[src/rtl/pipe_ctrl_if.sv]
// pipe_ctrl_if -- hazard/control bundle between the pipeline datapath and pipe_ctrl.
//
// Signals:
//   EX side   : jump_en_i, jump_addr_i, ex_is_load_i, ex_reg_wen_i, ex_rd_addr_i
//   ID side   : id_rs1_addr_i, id_rs2_addr_i, id_rs1_used_i, id_rs2_used_i
//   MC unit   : mc_start_i, mc_done_i
//   Controls  : jump_en_o, jump_addr_o, hold_pc_o, hold_if_id_o, hold_id_ex_o,
//               flush_if_id_o, flush_id_ex_o, mc_err_o
//   Perf      : stall_cnt_o, flush_cnt_o
//
// Modports:
//   master : the scheduler (pipe_ctrl) -- consumes hazard info, drives controls
//   slave  : the datapath side -- drives hazard info, consumes controls
interface pipe_ctrl_if;
    logic        jump_en_i;
    logic [31:0] jump_addr_i;
    logic        ex_is_load_i;
    logic        ex_reg_wen_i;
    logic [4:0]  ex_rd_addr_i;
    logic [4:0]  id_rs1_addr_i;
    logic [4:0]  id_rs2_addr_i;
    logic        id_rs1_used_i;
    logic        id_rs2_used_i;
    logic        mc_start_i;
    logic        mc_done_i;

    logic        jump_en_o;
    logic [31:0] jump_addr_o;
    logic        hold_pc_o;
    logic        hold_if_id_o;
    logic        hold_id_ex_o;
    logic        flush_if_id_o;
    logic        flush_id_ex_o;
    logic        mc_err_o;
    logic [31:0] stall_cnt_o;
    logic [31:0] flush_cnt_o;

    modport master (
        input  jump_en_i, jump_addr_i, ex_is_load_i, ex_reg_wen_i, ex_rd_addr_i,
               id_rs1_addr_i, id_rs2_addr_i, id_rs1_used_i, id_rs2_used_i,
               mc_start_i, mc_done_i,
        output jump_en_o, jump_addr_o, hold_pc_o, hold_if_id_o, hold_id_ex_o,
               flush_if_id_o, flush_id_ex_o, mc_err_o, stall_cnt_o, flush_cnt_o
    );

    modport slave (
        output jump_en_i, jump_addr_i, ex_is_load_i, ex_reg_wen_i, ex_rd_addr_i,
               id_rs1_addr_i, id_rs2_addr_i, id_rs1_used_i, id_rs2_used_i,
               mc_start_i, mc_done_i,
        input  jump_en_o, jump_addr_o, hold_pc_o, hold_if_id_o, hold_id_ex_o,
               flush_if_id_o, flush_id_ex_o, mc_err_o, stall_cnt_o, flush_cnt_o
    );
endinterface

[src/rtl/pipe_ctrl.sv]
// pipe_ctrl -- hold/flush scheduler for the five-stage core.
//
// Resolves taken jumps (flush IF/ID and ID/EX, redirect PC), load-use hazards
// (one-cycle bubble into ID/EX) and multi-cycle EX operations (freeze the
// front of the pipe until the unit reports done, abort after MC_TIMEOUT cycles).
//
// Ports:
//   clk  : core clock, rising edge
//   rst  : asynchronous active-high reset
//   bus  : pipe_ctrl_if.master, hazard inputs and stage controls
//
// Parameters:
//   MC_TIMEOUT : max cycles held for one multi-cycle op (2..65535)
//
// Build option:
//   PIPE_CTRL_PERF_EN : when defined, builds saturating stall/jump counters on
//                       stall_cnt_o / flush_cnt_o; otherwise both read as 0.
//
// States:
//   state   | meaning
//   IDLE    | normal flow; jump / mc_start / load-use resolved combinationally
//   MC_WAIT | multi-cycle op in flight; pipe frozen until done or timeout
module pipe_ctrl #(
    parameter int unsigned MC_TIMEOUT = 64
) (
    input  logic        clk,
    input  logic        rst,
    pipe_ctrl_if.master bus
);

    typedef enum logic {
        IDLE    = 1'b0,
        MC_WAIT = 1'b1
    } state_t;

    // Entry cycle is held while still in IDLE, so MC_WAIT covers the remaining
    // MC_TIMEOUT-1 held cycles; the counter starts at 0 and the last one is
    // reached when it reads MC_TIMEOUT-2.
    localparam logic [15:0] LAST_CNT = 16'(MC_TIMEOUT - 2);

    state_t      state;
    state_t      state_nxt;
    logic [15:0] wait_cnt;
    logic        mc_err_q;
    logic        load_use;
    logic        timeout_hit;

    logic        jump_en;
    logic [31:0] jump_addr;
    logic        hold_pc;
    logic        hold_if_id;
    logic        hold_id_ex;
    logic        flush_if_id;
    logic        flush_id_ex;

    assign load_use = bus.ex_is_load_i && bus.ex_reg_wen_i && (bus.ex_rd_addr_i != 5'd0) &&
                      ((bus.id_rs1_used_i && (bus.id_rs1_addr_i == bus.ex_rd_addr_i)) ||
                       (bus.id_rs2_used_i && (bus.id_rs2_addr_i == bus.ex_rd_addr_i)));

    assign timeout_hit = (state == MC_WAIT) && !bus.mc_done_i && (wait_cnt == LAST_CNT);

    // State register
    always_ff @(posedge clk or posedge rst) begin
        if (rst) begin
            state <= IDLE;
        end else begin
            state <= state_nxt;
        end
    end

    // Wait counter and error pulse; counter is parked at 0 in IDLE so it is
    // clear on every entry to MC_WAIT.
    always_ff @(posedge clk or posedge rst) begin
        if (rst) begin
            wait_cnt <= 16'd0;
            mc_err_q <= 1'b0;
        end else begin
            mc_err_q <= timeout_hit;
            if (state == MC_WAIT) begin
                wait_cnt <= wait_cnt + 16'd1;
            end else begin
                wait_cnt <= 16'd0;
            end
        end
    end

    // Next-state logic
    always_comb begin
        state_nxt = state;
        case (state)
            IDLE: begin
                if (!bus.jump_en_i && bus.mc_start_i) begin
                    state_nxt = MC_WAIT;
                end
            end
            MC_WAIT: begin
                if (bus.mc_done_i || timeout_hit) begin
                    state_nxt = IDLE;
                end
            end
            default: state_nxt = IDLE;
        endcase
    end

    // Output logic; everything is forced low while rst is asserted.
    always_comb begin
        jump_en     = 1'b0;
        jump_addr   = 32'd0;
        hold_pc     = 1'b0;
        hold_if_id  = 1'b0;
        hold_id_ex  = 1'b0;
        flush_if_id = 1'b0;
        flush_id_ex = 1'b0;
        if (!rst) begin
            case (state)
                IDLE: begin
                    if (bus.jump_en_i) begin
                        jump_en     = 1'b1;
                        jump_addr   = bus.jump_addr_i;
                        flush_if_id = 1'b1;
                        flush_id_ex = 1'b1;
                    end else if (bus.mc_start_i) begin
                        hold_pc    = 1'b1;
                        hold_if_id = 1'b1;
                        hold_id_ex = 1'b1;
                    end else if (load_use) begin
                        // Freeze IF/ID, push a NOP into ID/EX: one bubble.
                        hold_pc     = 1'b1;
                        hold_if_id  = 1'b1;
                        flush_id_ex = 1'b1;
                    end
                end
                MC_WAIT: begin
                    // Done releases the pipe in the same cycle.
                    hold_pc    = !bus.mc_done_i;
                    hold_if_id = !bus.mc_done_i;
                    hold_id_ex = !bus.mc_done_i;
                end
                default: ;
            endcase
        end
    end

    assign bus.jump_en_o     = jump_en;
    assign bus.jump_addr_o   = jump_addr;
    assign bus.hold_pc_o     = hold_pc;
    assign bus.hold_if_id_o  = hold_if_id;
    assign bus.hold_id_ex_o  = hold_id_ex;
    assign bus.flush_if_id_o = flush_if_id;
    assign bus.flush_id_ex_o = flush_id_ex;
    assign bus.mc_err_o      = mc_err_q;

`ifdef PIPE_CTRL_PERF_EN
    logic [31:0] stall_cnt;
    logic [31:0] flush_cnt;

    always_ff @(posedge clk or posedge rst) begin
        if (rst) begin
            stall_cnt <= 32'd0;
            flush_cnt <= 32'd0;
        end else begin
            if (hold_pc && (stall_cnt != 32'hFFFF_FFFF)) begin
                stall_cnt <= stall_cnt + 32'd1;
            end
            if (jump_en && (flush_cnt != 32'hFFFF_FFFF)) begin
                flush_cnt <= flush_cnt + 32'd1;
            end
        end
    end

    assign bus.stall_cnt_o = stall_cnt;
    assign bus.flush_cnt_o = flush_cnt;
`else
    assign bus.stall_cnt_o = 32'd0;
    assign bus.flush_cnt_o = 32'd0;
`endif

endmodule
[src/flat_wrapper.sv]
// flat-port wrapper written by rule: the top's interface ports become plain ports
module pipe_ctrl_flat 
#(
    parameter int unsigned MC_TIMEOUT = 64
)
  (clk, rst, bus_jump_en_i, bus_jump_addr_i, bus_ex_is_load_i, bus_ex_reg_wen_i, bus_ex_rd_addr_i, bus_id_rs1_addr_i, bus_id_rs2_addr_i, bus_id_rs1_used_i, bus_id_rs2_used_i, bus_mc_start_i, bus_mc_done_i, bus_jump_en_o, bus_jump_addr_o, bus_hold_pc_o, bus_hold_if_id_o, bus_hold_id_ex_o, bus_flush_if_id_o, bus_flush_id_ex_o, bus_mc_err_o, bus_stall_cnt_o, bus_flush_cnt_o);
  pipe_ctrl_if bus_i ();
  input  logic clk;
  input  logic rst;
  input wire logic [$bits(bus_i.jump_en_i)-1:0] bus_jump_en_i;
  input wire logic [$bits(bus_i.jump_addr_i)-1:0] bus_jump_addr_i;
  input wire logic [$bits(bus_i.ex_is_load_i)-1:0] bus_ex_is_load_i;
  input wire logic [$bits(bus_i.ex_reg_wen_i)-1:0] bus_ex_reg_wen_i;
  input wire logic [$bits(bus_i.ex_rd_addr_i)-1:0] bus_ex_rd_addr_i;
  input wire logic [$bits(bus_i.id_rs1_addr_i)-1:0] bus_id_rs1_addr_i;
  input wire logic [$bits(bus_i.id_rs2_addr_i)-1:0] bus_id_rs2_addr_i;
  input wire logic [$bits(bus_i.id_rs1_used_i)-1:0] bus_id_rs1_used_i;
  input wire logic [$bits(bus_i.id_rs2_used_i)-1:0] bus_id_rs2_used_i;
  input wire logic [$bits(bus_i.mc_start_i)-1:0] bus_mc_start_i;
  input wire logic [$bits(bus_i.mc_done_i)-1:0] bus_mc_done_i;
  output wire logic [$bits(bus_i.jump_en_o)-1:0] bus_jump_en_o;
  output wire logic [$bits(bus_i.jump_addr_o)-1:0] bus_jump_addr_o;
  output wire logic [$bits(bus_i.hold_pc_o)-1:0] bus_hold_pc_o;
  output wire logic [$bits(bus_i.hold_if_id_o)-1:0] bus_hold_if_id_o;
  output wire logic [$bits(bus_i.hold_id_ex_o)-1:0] bus_hold_id_ex_o;
  output wire logic [$bits(bus_i.flush_if_id_o)-1:0] bus_flush_if_id_o;
  output wire logic [$bits(bus_i.flush_id_ex_o)-1:0] bus_flush_id_ex_o;
  output wire logic [$bits(bus_i.mc_err_o)-1:0] bus_mc_err_o;
  output wire logic [$bits(bus_i.stall_cnt_o)-1:0] bus_stall_cnt_o;
  output wire logic [$bits(bus_i.flush_cnt_o)-1:0] bus_flush_cnt_o;
  assign bus_i.jump_en_i = bus_jump_en_i;
  assign bus_i.jump_addr_i = bus_jump_addr_i;
  assign bus_i.ex_is_load_i = bus_ex_is_load_i;
  assign bus_i.ex_reg_wen_i = bus_ex_reg_wen_i;
  assign bus_i.ex_rd_addr_i = bus_ex_rd_addr_i;
  assign bus_i.id_rs1_addr_i = bus_id_rs1_addr_i;
  assign bus_i.id_rs2_addr_i = bus_id_rs2_addr_i;
  assign bus_i.id_rs1_used_i = bus_id_rs1_used_i;
  assign bus_i.id_rs2_used_i = bus_id_rs2_used_i;
  assign bus_i.mc_start_i = bus_mc_start_i;
  assign bus_i.mc_done_i = bus_mc_done_i;
  assign bus_jump_en_o = bus_i.jump_en_o;
  assign bus_jump_addr_o = bus_i.jump_addr_o;
  assign bus_hold_pc_o = bus_i.hold_pc_o;
  assign bus_hold_if_id_o = bus_i.hold_if_id_o;
  assign bus_hold_id_ex_o = bus_i.hold_id_ex_o;
  assign bus_flush_if_id_o = bus_i.flush_if_id_o;
  assign bus_flush_id_ex_o = bus_i.flush_id_ex_o;
  assign bus_mc_err_o = bus_i.mc_err_o;
  assign bus_stall_cnt_o = bus_i.stall_cnt_o;
  assign bus_flush_cnt_o = bus_i.flush_cnt_o;
  pipe_ctrl #(.MC_TIMEOUT(MC_TIMEOUT)) u_core (.clk(clk), .rst(rst), .bus(bus_i));
endmodule
[config.mk]
export PLATFORM = sky130hd
export DESIGN_NAME = pipe_ctrl_flat
export DESIGN_NICKNAME = d
export VERILOG_FILES = /design/src/rtl/pipe_ctrl_if.sv /design/src/rtl/pipe_ctrl.sv /design/src/flat_wrapper.sv
export SDC_FILE = /design/constraint.sdc
export NUM_CORES = 1
export LEC_CHECK = 0
export CORE_MARGIN = 2
export CORE_UTILIZATION = 29
export CTS_BUF_LIST = sky130_fd_sc_hd__clkbuf_8
export CTS_CLUSTER_SIZE = 30
export DETAILED_ROUTE_END_ITERATION = 10
export PLACE_DENSITY_LB_ADDON = 0.1
export SKIP_CTS_REPAIR_TIMING = 1
export SLEW_MARGIN = 40
export SYNTH_ARGS = -nofsm -noshare
export SYNTH_HDL_FRONTEND = slang
export SYNTH_SLANG_ARGS = --single-unit
[constraint.sdc]
create_clock -name clk -period 1.6 [get_ports clk]
set_input_delay 0.24 -clock clk [delete_from_list [all_inputs] [get_ports clk]]
set_output_delay 0.24 -clock clk [all_outputs]
set_load 0.03 [all_outputs]
==> summary.md, run 1 <==
| Metric | Value |
|---|---|
| Outcome | complete, but fails checks |
| Failing checks | negative setup slack |
| Area leader, netlist | buf_4 |
| Final antenna-violating net count | 0 |
| Global Route Usage Sum | 12.92% |
| Clk sink count | 18 |
| Leak | 1.571 nW |
| H-tree levels | 1 |
| Minimum clock period | 1.805 ns |
| Pre-Repair DR Iteration Count | 4 |
| Post-synth top flop | dfrtp_1 |
| Post-synth EDFFs | 0 |
| Setup CP Type | in2out |
| Fin area | 2869 um^2 |
| Vias in the first global route | 1424 |
| Root Buffer | clkbuf_8 |
| Setup violators final | 38 |
| Buf/Inv on CP | 2 |
| Die Height | 82.36 um |
| HPWL after DPL | 4019 um |
| DR WL met3 | 273 um |
| Critical-path cell list | clkdlybuf4s50_1 > nor2_4 > nand3_2 > or3_4 > o21bai_4 > buf_6 |
| Crit-path max cell delay | 0.46 ns |
| Clock Latency Late Sink | 0.25 ns |
| DIE AREA | 6782 um^2 |
| CTS tree | built |
| Avg Cell Area, Syn | 8.056 um^2 |
| Sequential share of the synthesized area | 25.30% |
| Initial antenna violation count | 0 |
| Nets | 399 |
| I/O Pins | 159 |
| Filler cells | 598 |
| Largest net degree at the start of global routing | 34 |
| Vias per cell | 4.130 |
| CTS buffer count | 3 |
| Slew Limit Fails | 0 |
| Power Density | 542.1 nW/um^2 |
| GRT Residual Overflow | 0 |
| Synth top area share | 27.83% |
| Count of cell types in the netlist | 31 |
| WL met2 | 2609 um |
| First-pass GRT wire length | 6872 um |
| Max Clock Freq | 0.5540 GHz |
| Core area | 5921 um^2 |
| Slowest cell on crit path | clkdlybuf4s50_1 |
| DR iter-0 viols | 71 |
| Most common cell after layout, fill and taps aside | conb_1 |
| Worst Skew | 0.0007202 ns |
| Worst-path clk slew | 0.07 ns |
| Worst VDD drop | 0.3301 mV |
| Max-cap violations | 0 |
| Site Rows | 28 |
| Remaining DRCs | 0 |
| Die width | 82.36 um |
| WL/cell | 12.00 um |
| Vias | 1714 |
| Synth warn | 0 |
| CP Capture Type | output pin |
| Setup ws final | -0.2052 ns |
| Count of final hold-check violations | 0 |
| PortBufs | 94 |
| GPL Wtd Cong | 0.7597 |
| Clk buf depth | 2 |
| Crit path arrival time | 1.57 ns |
| Post-synth ARST share | 100.0% |
| Top Metal Used | met4 |
| Setup crit start kind | input pin |
| Antenna diodes | 0 |
| Area of placed instances | 2694 um^2 |
| Wl on met1 | 2058 um |
| Crit-path max FO | 2 |
| P&R area growth vs syn | 61.14% |
| Crit share post-route | 112.8% |
| HP Class | in2async |
| Final core occ | 48.46% |
| Worst Path Required | 1.36 ns |
| Post-synthesis cell count | 221 |
| Final WL | 4981 um |
| Seq cells post-synth | 18 |
| Worst path top cell family by delay | buffers and inverters |
| RSZ-0062 raised after global routing | yes |
| Layout cells sized above 1 | 29.12% |
| Initial Utilization | 30.07% |
| Top post-synthesis cells by area | buf_4 28%, dfrtp_1 25%, and3_1 12% |
| Mapped cell area | 1780 um^2 |
| Commonest cells after routing, fill and taps aside | 64 x conb_1, 63 x buf_4, 42 x clkdlybuf4s50_1, 33 x and3_1, 18 x dfrtp_1 |
cell type report:
type	instances	area [um^2]	share of cell area [%]
flip-flops and latches	18	450.4	15.70
multi-input cells	185	1120	39.03
well taps	75	93.84	3.271
clock buffers	4	55.05	1.919
repair buffers	126	1124	39.16
inverters	7	26.28	0.9158
state kept, by name (all words and copies together), names as in the netlist:
register / count
u_core.bus.mc_err_o: 1
u_core.state: 1
u_core.wait_cnt: 16
tightest hold or removal path, delay by kind of cell:
kind | cells | cell delay (ns)
buffers and inverters | 4 | 0.91
cell usage after synthesis, types with 2 or more instances:
cell type and n:
or3_1 3, inv_1 7, ha_1 2, clkbuf_1 7, o21ai_0 3, xor2_1 11, nand3_1 5, nand2_1 8
o41ai_1 2, buf_4 66, a21oi_1 5, and3_1 33, nor2_1 17, nor3_1 3, xnor2_1 9, nor4_1 6
nand2b_1 2, dfrtp_1 18, nand4_2 2
stage by stage:
stage                     TNS [ns]  setup slack (ns)  instances  hold slack (ns)  power, W
final                       -1.809           -0.2052        415           0.5170  0.001555
after global routing        -4.670           -0.2689        415           0.5466  0.001641
after CTS                   -5.446           -0.5288        411           0.5187  0.001549
after detailed placement    -5.072           -0.5166        407           0.5454  0.001161
after global placement      -5.524           -0.4749        407           0.5210  0.001160
after floorplan           -0.06948          -0.06948        284           0.1786  0.001014
routing by layer:
layer  track usage [%]  vias to the layer above
met5                 0                        -
met4             3.500                        0
met3             1.413                        4
met2             20.08                       76
met1             18.85                      788
li1                  -                      846
kinds of logic after synthesis:
group,share of synthesized area [%]
and+or+nand+nor,28.04
DFF,25.30
buffers and inverters,31.06
AOI/OAI and AO/OA,4.146
xor gates and xnor gates,9.838
other,0.2106
adders and majority gates,1.405
worst paths after layout:
path                            depth (start not counted)          startpoint  slack (ns)             endpoint
worst max-delay path                                    6                 rst       -0.21        bus_hold_pc_o
worst min-delay path                                    4                 rst        0.52         u_core.state
worst max register to register                          4  u_core.wait_cnt[7]        0.01  u_core.wait_cnt[15]
worst min register to register                          2  u_core.wait_cnt[0]        0.55   u_core.wait_cnt[0]
max in group asynchronous                               4                 rst        0.89  u_core.wait_cnt[14]
min in group clk                                        2  u_core.wait_cnt[0]        0.55   u_core.wait_cnt[0]
report_power, final:
group | leakage (nW) | total [W] | switching, W | internal (W)
registers | 0.249 | 0.000471 | 0.00000738 | 0.000463
logic | 1.29 | 0.000708 | 0.000444 | 0.000264
clock network | 0.0288 | 0.000377 | 0.000158 | 0.000219
Power figures use the tool's default switching activity.
==> inputs of run 2 (changes only) <==
--- a/config.mk
+++ b/config.mk
@@ -5,7 +5,6 @@
 export SDC_FILE = /design/constraint.sdc
 export NUM_CORES = 1
 export LEC_CHECK = 0
-export CORE_MARGIN = 2
 export CORE_UTILIZATION = 29
 export CTS_BUF_LIST = sky130_fd_sc_hd__clkbuf_8
 export CTS_CLUSTER_SIZE = 30
==> run 2 against run 1 <==
The run still ends with negative setup slack left. Via count shrank 3.3%. Worst setup slack gained 0.0023 ns. First-iteration DRC count shrank 18%. Largest cell class is now multi-input combinational cells. Highest routed layer unchanged.
==> summary.md, run 2 (synthesized netlist as in run 1, its figures left out) <==
| Metric | Value |
|---|---|
| Crit path arrival time | 1.56 ns (about the same) |
| Root Buffer | clkbuf_8 |
| Worst-path clk slew | 0.07 ns (about the same) |
| CTS tree | built |
| Tot Pwr | 0.001549 W (-0.38%) |
| Power Density | 536.3 nW/um^2 (-1.1%) |
| Slew HR | 63.38% |
| Die Height | 80.36 um (-2.4%) |
| Commonest cells after routing, fill and taps aside | 64 x conb_1, 63 x buf_4, 41 x clkdlybuf4s50_1, 33 x and3_1, 18 x dfrtp_1 |
| Pre-Repair DR Iteration Count | 4 (unchanged) |
| Remaining DRCs | 0 (unchanged) |
| Total Neg Setup Slack | -4.112 ns (-2.303 ns) |
| Max Clock Freq | 0.5547 GHz (+0.13%) |
| Core area | 5921 um^2 (unchanged) |
| Fin area | 2889 um^2 (+0.70%) |
| Antenna diodes | 0 (unchanged) |
| P&R area growth vs syn | 62.26% |
| GPL Wtd Cong | 0.7262 (-4.4%) |
| Max reg flops | 16 (unchanged) |
| Clock Latency Late Sink | 0.25 ns (about the same) |
| Failing checks | negative setup slack |
| Layout cells sized above 1 | 29.79% (+0.68 points) |
| Worst VDD drop | 0.2830 mV (-14%) |
| Hold Path Origin | bus_jump_en_i |
| Worst slack, placed | -0.5055 ns (+0.01110 ns) |
| Vias in the first global route | 1496 (+5.1%) |
| Global Route Usage Sum | 13.33% (+0.40 points) |
| Worst Skew | 0.004674 ns (+0.003954 ns) |
| Site Rows | 28 (unchanged) |
| Setup violators final | 39 (+2.6%) |
| Nets | 398 (-0.25%) |
| Worst Path Required | 1.36 ns (about the same) |
| Reg-to-Reg End | u_core.wait_cnt[15] |
| DIE AREA | 6457 um^2 (-4.8%) |
| Final core occ | 48.80% (+0.34 points) |
| Hold path endpoint | u_core.state |
| Slew Limit Fails | 0 (unchanged) |
| Reg-to-reg setup timing slack | -0.01 ns (-0.02 ns) |
| DR iter-0 viols | 58 (-18%) |
| Setup CP Type | in2out |
| Area of placed instances | 2701 um^2 (+0.28%) |
| Count of final hold-check violations | 0 (unchanged) |
| Initial Utilization | 30.07% (unchanged) |
| Most common cell after layout, fill and taps aside | conb_1 |
| Cell count of the worst reg-to-reg path | 4 (unchanged) |
| Outcome | complete, but fails checks |
| CP Capture Type | output pin |
| HPWL after DPL | 3638 um (-9.5%) |
| First-pass GRT wire length | 6858 um (-0.20%) |
| RSZ-0062 raised after global routing | yes |
| Crit-path max FO | 2 (unchanged) |
| Initial antenna violation count | 0 (unchanged) |
| Vias per cell | 4.002 (-3.1%) |
| Minimum clock period | 1.803 ns (-0.002325 ns) |
| I/O Pins | 159 (unchanged) |
| Setup crit start kind | input pin |
| Max-cap violations | 0 (unchanged) |
| Worst Tran Pin Value | 0.5486 ns |
| CTS buffer count | 3 (unchanged) |
| Clk sink count | 18 (unchanged) |
| Hold depth | 5 |
| Final WL | 4705 um (-5.5%) |
| PortBufs | 94 (unchanged) |
| Crit share post-route | 112.7% (-0.15 points) |
| Leak | 1.585 nW (+0.89%) |
| H-tree levels | 1 (unchanged) |
| WL/cell | 11.36 um (-5.3%) |
| Largest net degree at the start of global routing | 34 (unchanged) |
| Clk buf depth | 2 (unchanged) |
| Setup ws final | -0.2028 ns (+0.002325 ns) |
| HP Class | in2reg |
| GRT Residual Overflow | 0 (unchanged) |
| Final antenna-violating net count | 0 (unchanged) |
| Origin of the critical flop-to-flop path | u_core.wait_cnt[7] |
| Largest Register | u_core.wait_cnt |
| Filler cells | 616 (+3.0%) |
| Die width | 80.36 um (-2.4%) |
| Vias | 1657 (-3.3%) |
[run 2: where the power goes]
part | switching, W | internal [W]
clock network | 0.000156 | 0.000219
logic | 0.000443 | 0.000261
registers | 0.00000695 | 0.000464
[run 2: routing by layer]
| layer | track usage [%] | part of all wire (%) | wire, um | vias up |
|---|---|---|---|---|
| li1 | - | - | - | 843 |
| met1 | 18.10 | 44 | 2091 | 736 |
| met2 | 21.86 | 51 | 2382 | 76 |
| met3 | 1.705 | 4.7 | 219 | 2 |
| met4 | 3.750 | 0.23 | 11 | 0 |
| met5 | 0 | 0 | 0 | - |
[run 2: layout make-up]
cell class	count	area [um^2]	area share [%]
inverters	7	26.28	0.9095
flip-flops and latches	18	450.4	15.59
multi-input cells	185	1147	39.71
well taps	75	93.84	3.248
clock buffers	4	55.05	1.906
repair buffers	125	1116	38.63
[run 2: through the flow]
step,hold WS [ns],std cells
global route,0.5480,414
CTS,0.5252,412
floorplan,0.1786,284
global placement,0.5230,408
detailed placement,0.5305,408
finish,0.5142,414
[run 2: worst max-delay path, cell delays in order]
cell and delay, ns:
clkdlybuf4s50_1 0.46, nor2_4 0.12, nand3_2 0.10, or3_4 0.35, o21bai_4 0.15, buf_6 0.15
[run 2: worst max path at each step]
stage | end | start | slack [ns] | depth (start not counted)
final | bus_hold_pc_o | rst | -0.20 | 6
after global routing | bus_flush_id_ex_o | bus_ex_rd_addr_i[3] | -0.28 | 6
after CTS | bus_flush_id_ex_o | bus_ex_rd_addr_i[0] | -0.51 | 6
after detailed placement | bus_flush_id_ex_o | bus_ex_rd_addr_i[0] | -0.51 | 6
after global placement | bus_flush_id_ex_o | bus_ex_rd_addr_i[3] | -0.50 | 6
after floorplan | bus_hold_pc_o | u_core.state | -0.07 | 5
==> inputs of run 3 (changes only) <==
--- a/config.mk
+++ b/config.mk
@@ -6,7 +6,6 @@
 export NUM_CORES = 1
 export LEC_CHECK = 0
 export CORE_UTILIZATION = 29
-export CTS_BUF_LIST = sky130_fd_sc_hd__clkbuf_8
 export CTS_CLUSTER_SIZE = 30
 export DETAILED_ROUTE_END_ITERATION = 10
 export PLACE_DENSITY_LB_ADDON = 0.1
==> results of run 3 <==
Final layout, timing and power as in run 2 (identical DEF).
